--- src/rtl/snn_spi_pkg.sv ---
// Shared definitions for the SPI host master: FSM states, SPI mode-0
// constants and the default timing/width parameters.
package snn_spi_pkg;

    localparam int DEFAULT_CLK_DIV = 4;
    localparam int DEFAULT_DATA_W  = 8;

    // Mode 0: clock idles low, data is captured on the leading (rising) edge.
    localparam logic SPI_CPOL = 1'b0;
    localparam logic SPI_CPHA = 1'b0;

    typedef enum logic [2:0] {
        ST_IDLE,
        ST_LEAD,
        ST_HIGH,
        ST_LOW,
        ST_BOUNDARY,
        ST_TRAIL,
        ST_GAP
    } state_t;

endpackage

--- src/rtl/spi_sclk_gen.sv ---
// Half-period timer for the SPI host master. Counts CLK_DIV cycles while the
// FSM sits in a timed phase and emits phase_done on the last cycle; the rise
// and fall strobes qualify phase_done with the kind of phase being left.
module spi_sclk_gen
    import snn_spi_pkg::*;
#(
    parameter int CLK_DIV = DEFAULT_CLK_DIV
) (
    input  logic clk,
    input  logic reset,
    input  logic run,
    input  logic rise_phase,
    input  logic fall_phase,
    output logic rise_stb,
    output logic fall_stb,
    output logic phase_done
);

    localparam logic [7:0] CNT_LAST = 8'(CLK_DIV - 1);

    logic [7:0] cnt_reg;

    assign phase_done = run && (cnt_reg == CNT_LAST);
    assign rise_stb   = phase_done && rise_phase;
    assign fall_stb   = phase_done && fall_phase;

    // Every timed phase ends on phase_done, so wrapping to zero there is the
    // reload that gives the following phase its full CLK_DIV cycles.
    always_ff @(posedge clk) begin
        if (reset || !run || phase_done) begin
            cnt_reg <= '0;
        end else begin
            cnt_reg <= cnt_reg + 8'd1;
        end
    end

endmodule

--- src/rtl/spi_host_master.sv ---
// SPI mode-0 host master. Accepts words over a valid/ready stream, shifts
// them out MSB first on MOSI while capturing MISO, and keeps CS low across
// words until a word flagged last has been sent.
module spi_host_master
    import snn_spi_pkg::*;
#(
    parameter int CLK_DIV = DEFAULT_CLK_DIV,
    parameter int DATA_W  = DEFAULT_DATA_W
) (
    input  logic              clk,
    input  logic              reset,
    input  logic              tx_valid,
    input  logic [DATA_W-1:0] tx_data,
    input  logic              tx_last,
    output logic              tx_ready,
    output logic              rx_valid,
    output logic [DATA_W-1:0] rx_data,
    output logic              busy,
    output logic              SCLK,
    output logic              MOSI,
    output logic              CS,
    input  logic              MISO
);

    localparam int              BIT_W    = $clog2(DATA_W + 1);
    localparam logic [BIT_W-1:0] BIT_LAST = BIT_W'(DATA_W);

    state_t            state_reg;
    logic [DATA_W-1:0] tx_sh_reg;
    logic [DATA_W-1:0] rx_sh_reg;
    logic [DATA_W-1:0] rx_data_reg;
    logic [BIT_W-1:0]  bit_cnt_reg;
    logic              last_reg;
    logic              sclk_reg;
    logic              mosi_reg;
    logic              cs_reg;
    logic              tx_ready_reg;
    logic              rx_valid_reg;
    logic              busy_reg;

    logic timed;
    logic rise_phase;
    logic fall_phase;
    logic rise_stb;
    logic fall_stb;
    logic phase_done;
    logic handshake;

    // LEAD always ends with a rising edge; a LOW phase does so only while
    // samples are still outstanding, the final LOW closes the word instead.
    assign timed      = (state_reg == ST_LEAD) || (state_reg == ST_HIGH) ||
                        (state_reg == ST_LOW)  || (state_reg == ST_TRAIL) ||
                        (state_reg == ST_GAP);
    assign rise_phase = (state_reg == ST_LEAD) ||
                        ((state_reg == ST_LOW) && (bit_cnt_reg != BIT_LAST));
    assign fall_phase = (state_reg == ST_HIGH);
    assign handshake  = tx_valid && tx_ready_reg;

    spi_sclk_gen #(
        .CLK_DIV(CLK_DIV)
    ) u_sclk_gen (
        .clk       (clk),
        .reset     (reset),
        .run       (timed),
        .rise_phase(rise_phase),
        .fall_phase(fall_phase),
        .rise_stb  (rise_stb),
        .fall_stb  (fall_stb),
        .phase_done(phase_done)
    );

    // Transaction FSM; every pin and handshake output is registered here.
    always_ff @(posedge clk) begin
        if (reset) begin
            state_reg    <= ST_IDLE;
            tx_sh_reg    <= '0;
            rx_sh_reg    <= '0;
            rx_data_reg  <= '0;
            bit_cnt_reg  <= '0;
            last_reg     <= 1'b0;
            sclk_reg     <= SPI_CPOL;
            mosi_reg     <= 1'b0;
            cs_reg       <= 1'b1;
            tx_ready_reg <= 1'b0;
            rx_valid_reg <= 1'b0;
            busy_reg     <= 1'b0;
        end else begin
            rx_valid_reg <= 1'b0;
            case (state_reg)
                ST_IDLE, ST_BOUNDARY: begin
                    if (handshake) begin
                        tx_sh_reg    <= tx_data;
                        last_reg     <= tx_last;
                        mosi_reg     <= tx_data[DATA_W-1];
                        cs_reg       <= 1'b0;
                        bit_cnt_reg  <= '0;
                        tx_ready_reg <= 1'b0;
                        busy_reg     <= 1'b1;
                        state_reg    <= ST_LEAD;
                    end else begin
                        tx_ready_reg <= 1'b1;
                    end
                end
                ST_LEAD, ST_LOW: begin
                    if (rise_stb) begin
                        sclk_reg    <= 1'b1;
                        rx_sh_reg   <= {rx_sh_reg[DATA_W-2:0], MISO};
                        bit_cnt_reg <= bit_cnt_reg + 1'b1;
                        state_reg   <= ST_HIGH;
                    end else if (phase_done) begin
                        rx_valid_reg <= 1'b1;
                        rx_data_reg  <= rx_sh_reg;
                        if (last_reg) begin
                            state_reg <= ST_TRAIL;
                        end else begin
                            tx_ready_reg <= 1'b1;
                            state_reg    <= ST_BOUNDARY;
                        end
                    end
                end
                ST_HIGH: begin
                    if (fall_stb) begin
                        sclk_reg <= 1'b0;
                        if (bit_cnt_reg != BIT_LAST) begin
                            tx_sh_reg <= tx_sh_reg << 1;
                            mosi_reg  <= tx_sh_reg[DATA_W-2];
                        end
                        state_reg <= ST_LOW;
                    end
                end
                ST_TRAIL: begin
                    if (phase_done) begin
                        cs_reg    <= 1'b1;
                        mosi_reg  <= 1'b0;
                        state_reg <= ST_GAP;
                    end
                end
                ST_GAP: begin
                    if (phase_done) begin
                        busy_reg     <= 1'b0;
                        tx_ready_reg <= 1'b1;
                        state_reg    <= ST_IDLE;
                    end
                end
                default: begin
                    state_reg <= ST_IDLE;
                end
            endcase
        end
    end

    assign tx_ready = tx_ready_reg;
    assign rx_valid = rx_valid_reg;
    assign rx_data  = rx_data_reg;
    assign busy     = busy_reg;
    assign SCLK     = sclk_reg;
    assign MOSI     = mosi_reg;
    assign CS       = cs_reg;

endmodule

--- config.mk ---
export PLATFORM = sky130hd
export DESIGN_NAME = spi_host_master
export DESIGN_NICKNAME = d
export VERILOG_FILES = /design/src/rtl/snn_spi_pkg.sv /design/src/rtl/spi_sclk_gen.sv /design/src/rtl/spi_host_master.sv
export SDC_FILE = /design/constraint.sdc
export NUM_CORES = 1
export LEC_CHECK = 0
export ABC_AREA = 1
export CORE_ASPECT_RATIO = 1.1
export CORE_UTILIZATION = 45
export CTS_CLUSTER_DIAMETER = 120
export DETAILED_ROUTE_END_ITERATION = 8
export PLACE_DENSITY = 0.7
export RECOVER_POWER = 50
export SLEW_MARGIN = 20
export SYNTH_ARGS = -nofsm -noshare
export SYNTH_HDL_FRONTEND = slang
export SYNTH_SLANG_ARGS = --single-unit
--- constraint.sdc ---
create_clock -name clk -period 1.4 [get_ports clk]
set_input_delay 0.21 -clock clk [delete_from_list [all_inputs] [get_ports clk]]
set_output_delay 0.21 -clock clk [all_outputs]
set_load 0.02 [all_outputs]
==> impl_metrics.env <==
export IMPL_final_core_util_pct=67.69
export IMPL_overflow=0
export IMPL_maxSlewViolCount=0
export IMPL_crit_path_start_kind="flip-flop"
export IMPL_core_um2=4379
export IMPL_cts_htree_levels=2
export IMPL_syn_num_nets=319
export IMPL_antenna_found_initial=0
export IMPL_yosysMostFrequentCell="nor2_1"
export IMPL_layout_setup_ws_ns=-0.05284
export IMPL_wirelength_um=4907
export IMPL_grt_use_total_pct=20.89
export IMPL_worstPathArrival_ns=1.69
export IMPL_finalPower_mw=4.788
export IMPL_async_flop_share_pct=0
export IMPL_fmax_mhz=688.3
export IMPL_drtPass1Iterations=4
export IMPL_ant_nets=0
export IMPL_place_congestion=0.9114
export IMPL_synth_top_area_share_pct=42.83
export IMPL_synth_edff_count=0
export IMPL_path_max_fanout=6
export IMPL_cts_root_buf="clkbuf_8"
export IMPL_grt_setup_unrepaired="yes"
export IMPL_wl_per_cell_um=11.66
export IMPL_grt_pass1_vias=1980
export IMPL_whs_ns=0.4448
export IMPL_synthTopCellsByCount="nor2_1 (61), nand2_1 (56), dfxtp_1 (45)"
export IMPL_violations="setup timing"
export IMPL_die_h_um=73.70
export IMPL_finalHoldViolCount=0
export IMPL_num_rows=25
export IMPL_vias=2081
export IMPL_worstSetupEndpointType="flip-flop"
export IMPL_fin_setup_tns_ns=-0.05284
export IMPL_ys_warn_count=0
export IMPL_outcome="finished with violations"
export IMPL_ys_types=30
export IMPL_relSlewSlack_pct=81.58
export IMPL_grt_max_degree=18
export IMPL_numCtsBuffers=5
export IMPL_clock_sinks=45
export IMPL_via_per_inst=4.943
export IMPL_setup_viol=1
export IMPL_ios=27
export IMPL_cts_tree="yes"
export IMPL_synth_seq_cells=45
export IMPL_worstSetupPathType="reg2reg"
export IMPL_die_width_um=67.19
export IMPL_grt_pass1_wl_um=8045
export IMPL_synth_area_leaders="dfxtp_1 (43%), nor2_1 (11%), nand2_1 (10%), o21ai_0 (6.7%), inv_1 (5.7%)"
export IMPL_synth_flop_cell="dfxtp_1"
export IMPL_dpl_worst_slack_ns=-0.2009
export IMPL_clkTransAtPathRegs_ns=0.09
export IMPL_yosys_area_top_type="dfxtp_1"
export IMPL_max_cap_violations=0
export IMPL_initial_core_util_pct=48.03
export IMPL_ys_seq_area_share_pct=42.83
export IMPL_tightest_slew_ns=0.2749
export IMPL_nets=382
export IMPL_min_period_ns=1.453
export IMPL_synth_area_um2=2103
export IMPL_ir_worst_vdd_v=0.0007228
export IMPL_hpwl_um=3319
export IMPL_p_per_area_nw_per_um2=1615
export IMPL_clk_path_buf_depth=2
export IMPL_syn_inst=303
export IMPL_drtIter0Drc=111
export IMPL_required_ns=1.64
export IMPL_fin_crit_sh_pct=103.8
export IMPL_fin_skew_ns=0.009633
export IMPL_areaGrowthSynthToFinish_pct=40.93
export IMPL_hold_class="reg2reg"
export IMPL_power_leakage_nw=1.313
export IMPL_antennaDiodeCount=0
export IMPL_clock_latency_ns=0.30
export IMPL_dieArea_um2=4952
export IMPL_avgSynthCellArea_um2=6.941
export IMPL_drc=0
export IMPL_io_buffers=26
export IMPL_drive_gt1_share_pct=27.25
==> cells by family (layout without fill, tap and decap cells) <==
family                   Yosys count  count (layout)  share of synthesized area (%)
AO/OA/AOI/OAI                     51              51                          12.19
buffers and inverters             46             110                          9.756
AND/OR/NAND/NOR                  156             156                          32.60
adder cells (fa/ha/maj)            3               3                          1.785
flip-flops                        45              45                          42.83
XOR/XNOR                           2               2                         0.8330
==> cell usage in the layout (no fill, tap or decap), types with 3 or more instances in the layout <==
master and n:
buf_12 3, a21oi_1 20, nor2_1 49, nand2_2 7, nor2_4 5, o21ai_1 11, nand4_1 3, nand2_4 3
dfxtp_1 40, nor2_2 11, buf_6 3, o21ai_0 15, nand2_1 50, o21ai_2 3, dlygate4sd2_1 14, inv_2 6
inv_1 29, buf_4 34, clkdlybuf4s50_1 12, nand3_2 3, nand3_1 15, dfxtp_2 5, clkbuf_8 5
==> stage by stage <==
| step | cell area [µm²] | instances |
|---|---|---|
| global placement | 2695 | 412 |
| CTS | 2878 | 421 |
| detailed placement | 2695 | 412 |
| floorplan | 2107 | 303 |
| finish | 2964 | 421 |
| global route | 2964 | 421 |
==> final timing paths <==
check        slack, ns            to                  start  depth (start not counted)
max              -0.05  state_reg[2]  u_sclk_gen.cnt_reg[0]                          9
min reg2reg       0.44    rx_data[3]             rx_data[3]                          2
min               0.44    rx_data[3]             rx_data[3]                          2
max reg2reg      -0.05  state_reg[2]  u_sclk_gen.cnt_reg[0]                          9
==> worst max-delay path, stage by stage (launching register included) <==
cell and delay (ns):
dfxtp_2 0.36, ha_4 0.17, nand2_4 0.06, nor2_4 0.21, nor2_1 0.08, nor2_2 0.12, nand2_2 0.11, nand2_1 0.10
nand2_1 0.08, nor2_1 0.11
==> final cells by class <==
| type | count | area, µm² |
|---|---|---|
| Fill cell | 386 | 1415 |
| Multi-Input combinational cell | 212 | 1147 |
| Sequential cell | 45 | 907.1 |
| Timing Repair Buffer | 66 | 591.8 |
| Inverter | 36 | 135.1 |
| Clock buffer | 5 | 68.82 |
| Tap cell | 54 | 67.56 |
| Clock inverter | 3 | 46.29 |
==> layer usage <==
layer / vias to the layer above / part of all wire [%] / GRT usage [%]
met3: 6 / 3.2 / 4.658
met5: - / 0 / 0
met2: 41 / 53 / 37.22
met4: 0 / 1.2 / 5.201
li1: 1086 / - / -
met1: 948 / 42 / 24.91
==> where the power goes <==
| part | leakage [nW] | switching (mW) | internal [mW] |
|---|---|---|---|
| clock | 0.0543 | 0.476 | 0.535 |
| sequential | 0.368 | 0.113 | 1.49 |
| combinational | 0.890 | 1.29 | 0.886 |
| total | 1.31 | 1.88 | 2.91 |
==> what timing repair did <==
action / 4_1_cts / 5_1_grt
resized for setup: 39 / 36
cloned: 0 / 0
pin swaps: 11 / 14
endpoints found under the hold margin: 0 / 0
hold buffers: 0 / 0
endpoints found under the setup margin: 55 / 37
setup buffers: 1 / 0
Note: power is estimated with default switching activity, not from simulation.
